### src/rtl/err_recovery_pkg.sv
// err_recovery_pkg
// Shared definitions for the sequential error-recovery stage: FSM state
// encoding, default parameter values and helpers that derive the chunk
// count and the depth-input width from WIDTH/CHUNK.
package err_recovery_pkg;

  localparam int unsigned DEF_WIDTH     = 32;
  localparam int unsigned DEF_CHUNK     = 8;
  localparam int unsigned DEF_ERR_SHIFT = 1;

  typedef enum logic [1:0] {
    S_IDLE = 2'd0,
    S_RUN  = 2'd1,
    S_DONE = 2'd2
  } state_t;

  // Number of CHUNK-bit slices in a WIDTH-bit word.
  function automatic int unsigned nchunk(input int unsigned width,
                                         input int unsigned chunk);
    return width / chunk;
  endfunction

  // Width of the depth input: must encode 0..n inclusive.
  function automatic int unsigned depth_width(input int unsigned n);
    return $clog2(n + 1);
  endfunction

endpackage

### src/rtl/err_chunk_add.sv
// err_chunk_add
// One CHUNK-bit slice of the recovery adder.
//   i_a, i_b : approximate-sum chunk and shifted-error chunk
//   i_cin    : carry from the previous (lower) chunk
//   i_en     : 1 = correct this chunk, 0 = pass i_a through untouched
//   o_sum    : result chunk
//   o_cout   : carry out; forced to 0 when disabled so uncorrected chunks
//              never leak a carry into the corrected region
module err_chunk_add
  import err_recovery_pkg::*;
#(
  parameter int unsigned CHUNK = DEF_CHUNK
) (
  input  logic [CHUNK-1:0] i_a,
  input  logic [CHUNK-1:0] i_b,
  input  logic             i_cin,
  input  logic             i_en,
  output logic [CHUNK-1:0] o_sum,
  output logic             o_cout
);

  logic [CHUNK:0] w_full;

  assign w_full = {1'b0, i_a} + {1'b0, i_b} + {{CHUNK{1'b0}}, i_cin};

  always_comb begin
    o_sum  = i_a;
    o_cout = 1'b0;
    if (i_en) begin
      o_sum  = w_full[CHUNK-1:0];
      o_cout = w_full[CHUNK];
    end
  end

endmodule

### src/rtl/err_recovery_seq.sv
// err_recovery_seq
// Sequential error recovery: adds the shifted error vector back into an
// approximate sum one chunk per cycle (LSB chunk first). Only the top
// in_depth chunks are corrected; lower chunks pass through.
//   clk, rst        : clock, asynchronous active-high reset
//   in_valid/ready  : operand handshake (ready only in IDLE)
//   in_approx/err   : approximate sum and error vector
//   in_depth        : number of top chunks to correct (clamped to NCHUNK)
//   out_valid/ready : result handshake
//   out_result      : recovered word mod 2^WIDTH
//   out_carry       : carry out of the top chunk
//   busy            : high in RUN or DONE
module err_recovery_seq
  import err_recovery_pkg::*;
#(
  parameter  int unsigned WIDTH     = DEF_WIDTH,
  parameter  int unsigned CHUNK     = DEF_CHUNK,
  parameter  int unsigned ERR_SHIFT = DEF_ERR_SHIFT,
  localparam int unsigned NCHUNK    = nchunk(WIDTH, CHUNK),
  localparam int unsigned DW        = depth_width(NCHUNK)
) (
  input  logic             clk,
  input  logic             rst,
  input  logic             in_valid,
  output logic             in_ready,
  input  logic [WIDTH-1:0] in_approx,
  input  logic [WIDTH-1:0] in_err,
  input  logic [DW-1:0]    in_depth,
  output logic             out_valid,
  input  logic             out_ready,
  output logic [WIDTH-1:0] out_result,
  output logic             out_carry,
  output logic             busy
);

  state_t r_state, w_next;

  logic [WIDTH-1:0] r_a, r_e, r_res;
  logic [DW-1:0]    r_k, r_skip;
  logic             r_carry, r_valid, r_ocarry;

  logic             w_accept, w_last, w_en, w_cout;
  logic [DW-1:0]    w_dclamp;
  logic [WIDTH-1:0] w_eshift;
  logic [CHUNK-1:0] w_sum;

  assign w_accept = in_valid && (r_state == S_IDLE);
  assign w_last   = (r_k == DW'(NCHUNK - 1));
  // Chunk k is corrected once k reaches NCHUNK-D (the skip count).
  assign w_en     = (r_k >= r_skip);
  assign w_dclamp = (in_depth > DW'(NCHUNK)) ? DW'(NCHUNK) : in_depth;
  assign w_eshift = in_err << ERR_SHIFT;

  err_chunk_add #(.CHUNK(CHUNK)) u_add (
    .i_a    (r_a[CHUNK-1:0]),
    .i_b    (r_e[CHUNK-1:0]),
    .i_cin  (r_carry),
    .i_en   (w_en),
    .o_sum  (w_sum),
    .o_cout (w_cout)
  );

  always_ff @(posedge clk or posedge rst) begin
    if (rst) r_state <= S_IDLE;
    else     r_state <= w_next;
  end

  always_comb begin
    w_next = r_state;
    unique case (r_state)
      S_IDLE:  if (in_valid)  w_next = S_RUN;
      S_RUN:   if (w_last)    w_next = S_DONE;
      S_DONE:  if (out_ready) w_next = S_IDLE;
      default:                w_next = S_IDLE;
    endcase
  end

  // Operands shift right so the active chunk is always at bit 0; the result
  // shifts in from the top, so after NCHUNK steps it is fully aligned.
  always_ff @(posedge clk or posedge rst) begin
    if (rst) begin
      r_a      <= '0;
      r_e      <= '0;
      r_res    <= '0;
      r_k      <= '0;
      r_skip   <= '0;
      r_carry  <= 1'b0;
      r_valid  <= 1'b0;
      r_ocarry <= 1'b0;
    end else if (w_accept) begin
      r_a     <= in_approx;
      r_e     <= w_eshift;
      r_skip  <= DW'(NCHUNK) - w_dclamp;
      r_k     <= '0;
      r_carry <= 1'b0;
    end else if (r_state == S_RUN) begin
      r_a     <= r_a >> CHUNK;
      r_e     <= r_e >> CHUNK;
      r_res   <= {w_sum, r_res[WIDTH-1:CHUNK]};
      r_carry <= w_cout;
      r_k     <= r_k + DW'(1);
      if (w_last) begin
        r_valid  <= 1'b1;
        r_ocarry <= w_cout;
      end
    end else if ((r_state == S_DONE) && out_ready) begin
      r_valid <= 1'b0;
    end
  end

  assign in_ready   = (r_state == S_IDLE);
  assign busy       = (r_state != S_IDLE);
  assign out_valid  = r_valid;
  assign out_result = r_res;
  assign out_carry  = r_ocarry;

endmodule

### config.mk
export PLATFORM = sky130hd
export DESIGN_NAME = err_recovery_seq
export DESIGN_NICKNAME = d
export VERILOG_FILES = /design/src/rtl/err_recovery_pkg.sv /design/src/rtl/err_chunk_add.sv /design/src/rtl/err_recovery_seq.sv
export SDC_FILE = /design/constraint.sdc
export NUM_CORES = 1
export LEC_CHECK = 0
export ABC_AREA = 1
export BUFFER_PORTS_ARGS = -buffer_cell sky130_fd_sc_hd__buf_2
export CORE_MARGIN = 5
export CORE_UTILIZATION = 50
export CTS_CLUSTER_DIAMETER = 200
export DETAILED_ROUTE_END_ITERATION = 16
export PLACE_DENSITY = 0.77
export SYNTH_ARGS = -nofsm -noshare
export SYNTH_HDL_FRONTEND = slang
export SYNTH_SLANG_ARGS = --single-unit
### constraint.sdc
create_clock -name clk -period 6.2 [get_ports clk]
set_input_delay 0 -clock clk [delete_from_list [all_inputs] [get_ports clk]]
set_output_delay 0 -clock clk [all_outputs]
set_load 0.02 [all_outputs]
---- Yosys cells after proc, flatten, opt, wreduce, memory -nomap -nowiden ----
Index checks and enable logic that the tools add are counted.
word-level totals
  flip-flop bits (word level) ............. 107
  input bits .............................. 71
  output and inout port bits .............. 36
  logic and storage cells ................. 50
cells by class
  add/sub/neg operators ................... 4
  order comparisons ....................... 2
  equal/unequal tests ..................... 6
  multiplexer cells ....................... 18
  bitwise logic cells ..................... 1
  reduce and logical (&&, ||, !) cells .... 10
operators by type and width
  operator                                                                count
  32-bit two-way mux                                                      4
  8-bit by 8-bit adder with 9-bit output                                  1
  9-bit by 1-bit adder with 9-bit output                                  1
  3-bit two-way mux                                                       3
  3-bit AND reduction                                                     3
  8-bit two-way mux                                                       1
  1-bit two-way mux                                                       6
  2-bit two-way mux                                                       3
  2-bit != test (second input constant)                                   3
  2-bit case mux with 3 select lines                                      1
  2-bit nonzero test                                                      3
  3-bit by 1-bit adder with 3-bit output (second input constant)          1
  3-bit by 2-bit equality test with 1-bit output (second input constant)  1
  3-bit >= comparator                                                     1
  3-bit greater-than comparator (second input constant)                   1
  3-bit subtractor (first input constant)                                 1
  2-bit by 1-bit equality test with 1-bit output (second input constant)  1
  2-bit equality test (second input constant)                             1
  1-bit logical AND                                                       2
  2-bit logical NOT                                                       1
  2-bit AND reduction                                                     1
  1-bit inverter                                                          1

---- Longest topological paths before layout ----
Gate-level depths: netlist (run 1).
  depth after elaboration ................. 5
  gate-level depth with buffers ........... 12
  depth with buffers taken out ............ 12

---- Modules after synthesis ----
From an unflattened synthesis (run 1), not the netlist that was laid out.
second synthesis, totals
  cell total of the unflattened synthesis .. 613
  area total of the unflattened synthesis .. 4,959.8 um^2
by module, submodules not included
  module            times used  cells an instance  area each (um^2)  seq. area each (um^2)
  err_recovery_seq  1           529                4,496.8           2,677.6
  err_chunk_add     1           84                 462.9             0.0

---- Worst setup path after synthesis (run 1) ----
No wires, ideal clock.
  path type ............................... register to register
  start ................................... register r_a[0]
  end ..................................... register r_res[26], in the netlist out_result[26]
  arrival ................................. 1.604 ns
  data required time ...................... 6.074 ns
  setup slack ............................. 4.470 ns
  stages on the path, launching flop included .. 10
  clock period less this slack ............ 1.730 ns
  cells stage by stage .................... dfrtp_1 fa_1 inv_1 fa_1 inv_1 or2_2 nand3_1 o21ai_0 nand2_1 o21ai_0
between the ends
  longest elaborated chain between the ends .. 3
RTL lines
  item                                    RTL line                RTL
  start: declaration                      err_recovery_seq.sv:38  logic [WIDTH-1:0] r_a, r_e, r_res;
  start signal: assignment                err_recovery_seq.sv:91  r_a <= in_approx;
  start signal: assignment                err_recovery_seq.sv:97  r_a <= r_a >> CHUNK;
  8-bit by 8-bit adder with 9-bit output  err_chunk_add.sv:24     assign w_full = {1'b0, i_a} + {1'b0, i_b} + {{CHUNK{1'b0}}, i_cin};
  9-bit by 1-bit adder with 9-bit output  err_chunk_add.sv:24
  8-bit two-way mux                       err_chunk_add.sv:29     if (i_en) begin
  end signal: assignment                  err_recovery_seq.sv:99  r_res <= {w_sum, r_res[WIDTH-1:CHUNK]};
  end: declaration                        err_recovery_seq.sv:38
Every way passes these cells.
A chain may end at the register's enable or synchronous reset.

---- Final worst setup path (run 1) ----
  start ................................... register r_state[1]
  end ..................................... register r_a[5]
between the ends
  longest elaborated chain between the ends .. 3
  elaborated cells between the ends (all ways) .. 5
RTL lines
  item                                                      RTL line                RTL
  start: declaration                                        err_recovery_seq.sv:36  state_t r_state, w_next;
  start signal: assignment                                  err_recovery_seq.sv:65  else r_state <= w_next;
  2-bit logical NOT                                         err_recovery_seq.sv:47  assign w_accept = in_valid && (r_state == S_IDLE);
  1-bit logical AND                                         err_recovery_seq.sv:47
  32-bit two-way mux or 2-bit nonzero test (tied branches)  n/a
Several ways; a longest one is shown, not always the timed one.

==> flow_summary.ini, run 1 <==
[placement]
place_ws_ns = 3.50
place_congestion = 0.834
postPlaceCellArea_mm2 = 0.00565
port-buffer-count = 105
dp_hpwl_um = 7590

[setup_path]
start_kind = flip-flop
critPathLaunch = r_state[1]$_DFFE_PP0P_
endpoint_kind = flip-flop
cp.arrival_ns = 2.90
r2r_start = r_state[1]$_DFFE_PP0P_
path_max_fanout = 84
crit_required_ns = 6.46
critPathKind = flip-flop to flip-flop

[layout]
drive_gt1_frac = 0.230
area_growth_pct = 27.9
final_area_mm2 = 0.00654
nets = 794

[detailed_routing]
drt-initial-drc-count = 241
ant_nets = 0
wl_um = 12400
wl_per_cell_um = 14.6
viasPerCell = 5.05
drc_errors = 0
via_count = 4293
drtPass1Iterations = 4

[die]
core_mm2 = 0.0101
dieWidth_um = 111
die_area_mm2 = 0.0123
initial_core_util = 0.504
rows = 37
chipHeight_um = 111
pin_count = 107

[sta]
period_needed_ns = 2.63
drv_slew = 0
relSlewSlack = 0.279
whs_ns = 0.0365
hold_viol_final = 0
finalSetupViolations = 0
final.setup.tns_ns = 0
tightestPinTransition_ns = 1.08
rsz0062_at_grt = false
setup_slack_ns = 3.57
fin_skew_ns = 0.0102
period_share = 0.425
fmax_ghz = 0.380

[synth]
synth_nets = 635
syn_avg_cell_area_um2 = 9.31
synth_top_area_share = 0.524
synth.distinct_cells = 29
postSynthCellCount = 549
synth_area_mm2 = 0.00511
ys_warn_count = 0
seq_area_frac_synth = 0.524
ys_ff_latch = 107
synth_area_leaders = dfrtp_1, nand2_1, o221ai_2
yosysTopAreaCell = dfrtp_1

[clocking]
clock_sinks = 107
clk_path_buf_depth = 2
tritoncts = yes
cts_buffers = 9
cts_max_level = 3
root_buffer = clkbuf_8
clk_pin_slew_ns = 0.10
cts-resized-gates = 0
insertion_delay_ns = 0.37
post_cts_buffers = 0

[worst_hold_path]
hp-start = in_depth[1]
hold_path.class = input pin to flip-flop

[global_routing]
grt_max_degree = 85
antenna_found_initial = 1
overflow = 0
grt_pass1_wl_um = 20800
grt_pass1_vias = 4400
grt_usage = 0.203

[power_and_ir_drop]
p_sw_frac = 0.456
intPower_uw = 1800
seqPwrFrac = 0.354
comb_power_share = 0.514
p_leak_uw = 0.00323
pwr-share-clk = 0.132
total_power_uw = 3310
peakVddDrop_v = 0.000317
p_per_area_mw_per_mm2 = 506
power_switching_uw = 1510

[run]
maxCapViolCount = 0

[run_status]
status = complete, no violations
## state kept, by name, summed over array words and instances, names as in the netlist, 2 cells and up
register    count
out_result     32
r_a            32
r_e            32
r_k             3
r_skip          3
r_state         2
## cell families (layout without fill, tap and decap cells)
kind of cell    after synthesis  count (layout)  share of synthesized area
compound gates              100             100                      0.167
xor+xnor                      1               1                    0.00171
fa+ha+maj                    15              15                     0.0396
buf+inv                     108             272                     0.0935
flops                       107             107                      0.524
other cells                   0               1                          0
simple gates                218             218                      0.174
## layer usage
metal  GRT usage  vias to the layer above  part of all wire
li1            -                     2093                 -
met1       0.259                     2009              0.42
met2       0.336                      164              0.48
met3      0.0502                       27             0.066
met4      0.0787                        0             0.026
met5           0                        -                 0
## power groups by stage
stage	logic [uW]	registers (uW)	clock network [uW]
after global routing	1930	1200	475
final	1700	1170	438
after global placement	1610	1170	0
after CTS	1710	1170	444
after floorplan	1240	1270	0
after detailed placement	1670	1180	0
## per-stage QoR
stage               instances  utilization
finish                    850        0.645
global route              850        0.645
CTS                       849        0.645
detailed placement        765        0.558
global placement          765        0.558
floorplan                 549            -
## what timing repair did
item | 4_1_cts | 5_1_grt
endpoints found under the setup margin | 0 | 0
hold buffers | 68 | 0
endpoints found under the hold margin | 112 | 0
## worst max-delay path, cell delays in order (launching register included)
cell and delay (ns):
dfrtp_1 0.39, inv_1 0.10, nand2_4 0.74, nand2_4 0.63, inv_2 0.46, nand2_1 0.09, o211ai_1 0.10
## cell usage in the layout (no fill, tap or decap), drive strengths merged, types with 2 or more instances in the layout
master,n
o22ai,2
clkinv,2
a22oi,2
buf,106
ha,13
nand2,184
inv,82
o21ai,42
a21oi,7
or2,5
nand3,20
nand3b,2
o211ai,13
fa,2
nor2,6
o221ai,32
dfrtp,107
dlygate4sd3,68
clkbuf,11
clkinvlp,2
## final timing paths
| check | slack, ns | depth (start not counted) | endpoint |
|---|---|---|---|
| worst max-delay path | 3.57 | 6 | r_a[5]$_DFFE_PP0P_ |
| max in group asynchronous | 4.78 | 4 | r_e[2]$_DFFE_PP0P_ |
| worst max register to register | 3.57 | 6 | r_a[5]$_DFFE_PP0P_ |
| worst min register to register | 0.49 | 2 | out_result[1]$_DFFE_PP0P_ |
| min in group asynchronous | 0.24 | 3 | out_result[24]$_DFFE_PP0P_ |
| worst min-delay path | 0.04 | 5 | r_skip[1]$_DFFE_PP0P_ |
## cells in the mapped netlist, drive strengths merged
cell type,n
o211ai,13
nand2,184
nand3b,2
nor3b,1
nand3,20
inv,82
o21ai,42
buf,25
clkbuf,1
o221ai,32
a21oi,7
a22o,1
fa,2
xnor2,1
o31ai,1
nor2,6
or2,5
a22oi,2
o22ai,2
ha,13
dfrtp,107
## final cells by class
class	count	area, um2
fillers	825	3600
diodes	1	2.50
well taps	136	170
multi-input cells	334	1960
repair buffers	174	1210
clock inverters	5	62.6
clock buffers	11	141
inverters	82	310
flip-flops and latches	107	2680
No activity file was read; power rests on OpenSTA's default activity.
==> run 2, diff against run 1 <==
--- a/config.mk
+++ b/config.mk
@@ -5,13 +5,13 @@
 export SDC_FILE = /design/constraint.sdc
 export NUM_CORES = 1
 export LEC_CHECK = 0
-export ABC_AREA = 1
+export ABC_AREA = 0
 export BUFFER_PORTS_ARGS = -buffer_cell sky130_fd_sc_hd__buf_2
 export CORE_MARGIN = 5
-export CORE_UTILIZATION = 50
+export CORE_UTILIZATION = 49
 export CTS_CLUSTER_DIAMETER = 200
 export DETAILED_ROUTE_END_ITERATION = 16
-export PLACE_DENSITY = 0.77
+export PLACE_DENSITY = 0.79
 export SYNTH_ARGS = -nofsm -noshare
 export SYNTH_HDL_FRONTEND = slang
 export SYNTH_SLANG_ARGS = --single-unit
==> constraint.sdc (replaced) <==
create_clock -name clk -period 2.25 [get_ports clk]
set_input_delay 0 -clock clk [delete_from_list [all_inputs] [get_ports clk]]
set_output_delay 0 -clock clk [all_outputs]
set_load 0.02 [all_outputs]
==> run 2 against run 1 <==
Against the previous run:
- count of clock-buffer cells in the layout down 1
- critical path depth up 2
- first-iteration DRC count up 5.4%
- die area down 2.8%
- clock power rose to 2.6 times the previous value
- largest cell class unchanged
- fmax up 20%
==> flow_summary.ini, run 2 <==
[sta]
tightestPinTransition_ns = 1.02
fmax_ghz = 0.455
hold_viol_final = 0
drv_slew = 0
relSlewSlack = 0.316
fin_skew_ns = 0.0122
finalSetupViolations = 0
period_needed_ns = 2.20
period_share = 0.977
rsz0062_at_grt = true
setup_slack_ns = 0.0506

[setup_path]
critPathKind = flip-flop to flip-flop
path_buf_inv = 2
cpMaxStageDelayCell = or4_1
start_kind = flip-flop
crit_required_ns = 2.49
critPathMaxStageDelay_ns = 0.48
cp.arrival_ns = 2.44
cp_top_family = simple AND/OR/NAND/NOR gates
endpoint_kind = flip-flop
path_max_fanout = 2
cpMostUsedCell = buf_4
crit_path_cell_trace = fa_2, buf_4, buf_4, a211oi_2, nor3_1, or4_1, nand3_1, a21oi_1

[die]
die_area_mm2 = 0.0120
initial_core_util = 0.499
dieWidth_um = 110
rows = 36
core_mm2 = 0.00973
pin_count = 107
chipHeight_um = 110

[detailed_routing]
drc_errors = 0
viasPerCell = 5.29
via_count = 4383
wl_per_cell_um = 15.4
ant_nets = 0
wl_um = 12800
drtPass1Iterations = 7
drt-initial-drc-count = 254

[placement]
dpl.cell_count = 740
place_ws_ns = 0.0108
place_congestion = 0.848
port-buffer-count = 105
dp_hpwl_um = 7720

[clocking]
clk_path_buf_depth = 2
tritoncts = yes
cts_max_level = 3
insertion_delay_ns = 0.36
clk_pin_slew_ns = 0.09
clock_sinks = 107
root_buffer = clkbuf_8
cts_buffers = 9

[global_routing]
grt_max_degree = 87
antenna_found_initial = 2
grt_pass1_wl_um = 21200
grt_usage = 0.223
overflow = 0
grt_pass1_vias = 4462

[power_and_ir_drop]
p_leak_uw = 0.00334
p_per_area_mw_per_mm2 = 1310
peakVddDrop_v = 0.000887

[layout]
final_cells = 828
area_growth_pct = 31.1
multiInputGateArea_mm2 = 0.00196
seq_area_mm2 = 0.00268
utilization = 0.654
nets = 776
layout.cells.most_common_list = nand2_1, dfrtp_1, buf_2
drive_gt1_frac = 0.203
final_common_cell = nand2_1
fill_cells = 789

[synth]
synth.distinct_cells = 35
synth_area_mm2 = 0.00486
synth-edff-count = 0
synth_nets = 613
seq_area_frac_synth = 0.551
synth_top_area_share = 0.551
yosysMostFrequentCell = nand2_1
yosysTopAreaCell = dfrtp_1
synthTopCellsByCount = nand2_1, dfrtp_1, a22oi_1
ys_warn_count = 0
async_reset_ff_frac = 1.00
syn_avg_cell_area_um2 = 9.22
postSynthCellCount = 527
ys_ff_latch = 107
synth_area_leaders = dfrtp_1, nand2_1, a22oi_1
synthFlopType = dfrtp_1

[run]
maxCapViolCount = 0

[worst_hold_path]
hold_path.class = input pin to flip-flop

[run_status]
status = complete, no violations
## run 2: what timing repair did
action / 4_1_cts / 5_1_grt
gates resized for setup: 0 / 5
setup buffers: 0 / 3
endpoints found under the hold margin: 102 / 0
hold buffers: 69 / 0
endpoints found under the setup margin: 0 / 1
## run 2: per-layer routing
metal / part of all wire / vias up / wire (um) / GRT usage
met1: 0.40 / 2080 / 5110 / 0.279
met3: 0.073 / 25 / 936 / 0.0458
li1: - / 2078 / - / -
met2: 0.50 / 200 / 6370 / 0.381
met5: 0 / - / 0 / 0
met4: 0.029 / 0 / 366 / 0.0873
## run 2: cells by family after synthesis
family                     Yosys count  synth area share
DFF                                107             0.551
AOI/OAI and AO/OA                   86             0.124
buffers and inverters               43            0.0484
xor gates and xnor gates             5           0.00902
adders and majority gates           15            0.0417
and+or+nand+nor                    271             0.226
## run 2: area by class of cell
| type | count | area share |
|---|---|---|
| inverter | 11 | 0.00707 |
| sequential | 107 | 0.421 |
| tap | 133 | 0.0261 |
| clock buffer | 10 | 0.0200 |
| antenna | 2 | 0.000786 |
| multi-input combinational | 377 | 0.309 |
| timing repair buffer | 184 | 0.209 |
| clock inverter | 4 | 0.00825 |
## run 2: worst min-delay path: stages
cell and delay, ns:
buf_2 0.10, nand2b_1 0.06, ha_1 0.11, nand2_1 0.04, o21ai_1 0.06
## run 2: final timing paths
| check | slack [ns] | depth (start not counted) | end | startpoint |
|---|---|---|---|---|
| max reg2reg | 0.05 | 8 | out_result[31]$_DFFE_PP0P_ | r_carry$_DFFE_PP0P_ |
| min reg2reg | 0.48 | 2 | r_e[0]$_DFFE_PP0P_ | r_e[8]$_DFFE_PP0P_ |
| min | 0.05 | 5 | r_skip[1]$_DFFE_PP0P_ | in_depth[1] |
| max in group asynchronous | 1.26 | 4 | r_state[1]$_DFFE_PP0P_ | rst |
| min in group asynchronous | 0.33 | 3 | out_result[23]$_DFFE_PP0P_ | rst |
| max | 0.05 | 8 | out_result[31]$_DFFE_PP0P_ | r_carry$_DFFE_PP0P_ |
## run 2: power by group
group / internal [uW] / switching (uW)
clock: 508 / 621
sequential: 2690 / 506
combinational: 1460 / 2570
## run 2: metrics by stage
stage | setup TNS (ns) | total power [uW] | hold WS, ns | cell area [um2]
2_1_floorplan | 0 | 6070 | 0.0863 | 4860
3_5_place_dp | 0 | 7060 | 0.194 | 5460
4_1_cts | 0 | 8290 | 0.0331 | 6330
3_3_place_gp | 0 | 6870 | 0.186 | 5460
5_1_grt | -0.0104 | 9030 | 0.0823 | 6370
6_report | 0 | 8350 | 0.0507 | 6370
